[src/rtl/deser_pkg.sv]
// Shared types and constants for the 4-bit serial-to-parallel deserializer.
package deser_pkg;

  localparam int WORD_BITS = 4;
  localparam int CNT_W     = $clog2(WORD_BITS);

  typedef enum logic {
    COLLECT = 1'b0,
    FULL    = 1'b1
  } state_e;

  // Shift-register slot for the bit arriving at position cnt of the word.
  function automatic logic [CNT_W-1:0] bit_pos(input logic [CNT_W-1:0] cnt,
                                               input logic             msb_first);
    return msb_first ? (CNT_W'(WORD_BITS - 1) - cnt) : cnt;
  endfunction

endpackage

[src/rtl/deser_4b_ctrl.sv]
// Two-state word-assembly FSM with bit counter; flags the transfer that completes a word.
module deser_4b_ctrl
  import deser_pkg::*;
(
  input  logic             clk,
  input  logic             reset,
  input  logic             in_xfer,
  input  logic             out_rdy,
  output state_e           state,
  output logic [CNT_W-1:0] count,
  output logic             load
);

  state_e           state_q, state_d;
  logic [CNT_W-1:0] count_q, count_d;

  always_ff @(posedge clk or negedge reset) begin
    if (!reset) begin
      state_q <= COLLECT;
      count_q <= '0;
    end else begin
      state_q <= state_d;
      count_q <= count_d;
    end
  end

  always_comb begin
    state_d = state_q;
    count_d = count_q;
    case (state_q)
      COLLECT: begin
        if (in_xfer) begin
          count_d = count_q + 1'b1;
          if (count_q == CNT_W'(WORD_BITS - 1)) state_d = FULL;
        end
      end
      FULL: begin
        // A bit accepted alongside the drain becomes bit 0 of the next word.
        if (out_rdy) begin
          state_d = COLLECT;
          count_d = in_xfer ? CNT_W'(1) : '0;
        end
      end
      default: begin
        state_d = COLLECT;
        count_d = '0;
      end
    endcase
  end

  always_comb begin
    load = (state_q == COLLECT) && in_xfer && (count_q == CNT_W'(WORD_BITS - 1));
  end

  assign state = state_q;
  assign count = count_q;

endmodule

[src/rtl/deser_4b.sv]
// Serial-in, 4-bit parallel-out deserializer with valid/ready handshakes on both sides.
module deser_4b
  import deser_pkg::*;
#(
  parameter bit MSB_FIRST = 1'b0
) (
  input  logic                 clk,
  input  logic                 reset,
  input  logic                 in_val,
  input  logic                 in_bit,
  output logic                 in_rdy,
  output logic                 out_val,
  output logic [WORD_BITS-1:0] out_data,
  input  logic                 out_rdy
);

  state_e               state;
  logic [CNT_W-1:0]     count;
  logic                 load;
  logic                 rdy_int;
  logic                 in_xfer;
  logic [CNT_W-1:0]     wr_pos;
  logic [WORD_BITS-1:0] shreg_q, shreg_d;
  logic [WORD_BITS-1:0] data_q, data_d;

  // Flops are already held by the async reset, so only the visible ready is gated.
  assign rdy_int = (state == COLLECT) || out_rdy;
  assign in_rdy  = reset && rdy_int;
  assign in_xfer = in_val && rdy_int;
  assign out_val = (state == FULL);
  assign wr_pos  = bit_pos(count, MSB_FIRST);

  deser_4b_ctrl u_ctrl (
    .clk     (clk),
    .reset   (reset),
    .in_xfer (in_xfer),
    .out_rdy (out_rdy),
    .state   (state),
    .count   (count),
    .load    (load)
  );

  always_comb begin
    shreg_d = shreg_q;
    if (in_xfer) shreg_d[wr_pos] = in_bit;
    data_d = load ? shreg_d : data_q;
  end

  always_ff @(posedge clk or negedge reset) begin
    if (!reset) begin
      shreg_q <= '0;
      data_q  <= '0;
    end else begin
      shreg_q <= shreg_d;
      data_q  <= data_d;
    end
  end

  assign out_data = data_q;

endmodule

[config.mk]
export PLATFORM = sky130hd
export DESIGN_NAME = deser_4b
export DESIGN_NICKNAME = d
export VERILOG_FILES = /design/src/rtl/deser_pkg.sv /design/src/rtl/deser_4b_ctrl.sv /design/src/rtl/deser_4b.sv
export SDC_FILE = /design/constraint.sdc
export NUM_CORES = 1
export LEC_CHECK = 0
export ABC_AREA = 1
export CORE_AREA = 2 2 39 41
export CTS_CLUSTER_DIAMETER = 60
export DETAILED_ROUTE_END_ITERATION = 6
export DIE_AREA = 0 0 41 43
export GPL_TIMING_DRIVEN = 0
export PLACE_DENSITY = 0.67
export SETUP_SLACK_MARGIN = 0.05
export SKIP_CTS_REPAIR_TIMING = 1
export SYNTH_ARGS = -nofsm -noshare
export SYNTH_HDL_FRONTEND = slang
export SYNTH_HIERARCHICAL = 1
export SYNTH_SLANG_ARGS = --single-unit
[constraint.sdc]
create_clock -name clk -period 1.6 [get_ports clk]
set_clock_uncertainty 0.1 [all_clocks]
set_input_delay 0.16 -clock clk [delete_from_list [all_inputs] [get_ports clk]]
set_output_delay 0.16 -clock clk [all_outputs]
set_load 0.005 [all_outputs]
==> out/qor.yml <==
critical_path:
  path_buf_inv: 1
  crit_type: "reg2out"
  crit_chain: "clkdlybuf4s50_1"
  rr_startpoint: "u_ctrl/state"
  cp_top_family: "buffers and inverters"
  startpoint_type: "flip-flop"
  crit_path_max_incr_delay_ns: 0.52
  crit_path_max_fanout: 6
  cp-end-kind: "primary output"
  slowest_stage: "clkdlybuf4s50_1"
  cp.arrival_ns: 1.24
  worstPathRequired_ns: 1.34
  crit_start: "u_ctrl/state"
die:
  core_um2: 1380
  dieArea_um2: 1760
  die_h_um: 43
  rows: 14
  die-width_um: 41
  io_pins: 11
  start_util_pct: 40.6
timing:
  fmax_mhz: 665
  tightestPinTransition_ns: 0.531
  setup_violations: 0
  max_slew_margin_pct: 64.5
  rsz0062_at_grt: "no"
  fin_crit_sh_pct: 93.9
  period_needed_ns: 1.50
  drv_slew: 0
  layout_setup_ws_ns: 0.0972
  hold_viol_final: 0
yosys:
  ys_types: 13
  yosys-top-cells-area: "dfrtp_1 49%, nand2_1 15%, nand3_1 8.9%, inv_1 6.0%, nand2_2 4.5%"
  ys_seq_area_share_pct: 49.0
  synth_top_area_share_pct: 49.0
  synth_cells: 73
  synth-seq-cells: 11
  synth.net_count: 79
  synth_area_leader_cell: "dfrtp_1"
  syn_area_um2: 562
  yosys_warnings: 6
  avgSynthCellArea_um2: 7.70
finish:
  synthToLayoutAreaGrowth_pct: 31.2
  fin_util_pct: 53.3
  final_cell_mix: "23 x nand2_1, 10 x nand3_1, 10 x dfrtp_1"
  nets: 96
  n_antenna_cell: 0
  layout_commonest_cell: "nand2_1"
  final_cell_area_um2: 737
  drive_gt1_share_pct: 14.6
placed_design:
  dpl_cell_area_um2: 682
  portBuffers: 10
  dp_slack_ns: -0.417
  dp_hpwl_um: 841
  gp_congestion: 0.724
clock_tree:
  cts_root_buf: "clkbuf_4"
  htree_levels: 1
  cts_buffer_depth: 2
  cts_tree: "done"
  cts_sinks: 11
  insertion_delay_ns: 0.28
  numCtsBuffers: 3
  clk_pin_slew_ns: 0.08
power_and_ir_drop:
  power_uw: 1260
  peakVddDrop_uv: 668
  powerDensity_nw_per_um2: 1710
  p_leak_uw: 0.000383
route:
  dr.first_iter.drc_count: 15
  wl_met3_um: 67
  dr.pass1.iters: 4
  drtAntennaViolNets: 0
  wl_mm: 1.31
  viasPerCell: 5.11
  drc_errors: 0
  wl_met2_um: 626
  wl_met1_um: 572
  highest_layer: "met4"
  vias: 537
  routedWlPerCell_um: 12.5
global_route:
  antenna_found_initial: 0
  grt_max_degree: 13
  overflow: 0
  grt_pass1_vias: 489
  grtUsageTotal_pct: 19.5
  grt_pass1_wl_mm: 2.21
status:
  status: "complete, no violations"
worst_hold_path:
  hold_class: "in2async"
flow_run:
  drv_cap: 0
[path summary, 6_finish.rpt]
check	to	slack, ns	cells after the start
worst max-delay path	out_val	0.1	1
worst min-delay path	shreg_q[1]	0.30	2
worst max register to register	out_data[0]	0.13	8
worst min register to register	out_data[3]	0.38	2
max in group asynchronous	u_ctrl/state	0.72	2
min in group clk	out_data[3]	0.38	2
[logic make-up after synthesis]
family | after synthesis | share of synthesized area [%]
fa+ha+maj | 1 | 2.23
flops | 11 | 49.0
buf+inv | 11 | 7.35
compound gates | 3 | 3.34
simple gates | 47 | 38.1
[metrics by stage]
step / hold WS, ns / cells / TNS, ns
after floorplan: -0.236 / 73 / 0
after global placement: 0.366 / 99 / -1.68
after detailed placement: 0.369 / 99 / -1.68
after CTS: 0.163 / 103 / -0.752
after global routing: 0.353 / 105 / 0
final: 0.299 / 105 / 0
[registers in the layout, summed over array words and instances (netlist names)]
name / count
u_ctrl/count: 2
u_ctrl/state: 1
shreg_q: 4
out_data: 4
[cell usage after synthesis]
cell	n
o22ai_1	1
nor2_1	4
nand3_1	10
a21boi_0	1
nand4_1	3
inv_2	2
dfrtp_1	11
o21ai_0	1
nand2_2	4
and2_1	3
ha_1	1
nand2_1	23
inv_1	9
[power by group]
part	switching, µW	internal (µW)	total (µW)	leakage [µW]
logic	276	272	549	0.000237
registers	109	406	515	0.000132
clock network	101	96.8	198	0.0000150
total	487	775	1260	0.000383
[final cells by class]
cell class                 count  area, µm²
fill                         132        647
timing repair buffer          12        115
clock buffer                   4       26.3
multi-input combinational     51        258
sequential                    11        277
tap                           16       20.0
inverter                      11       41.3
[routing by layer]
metal	up-vias	GRT usage [%]
met2	22	25.3
li1	263	-
met1	247	27.0
met5	-	0
met3	5	3.14
met4	0	16.0
No activity file was read; power rests on OpenSTA's default activity.
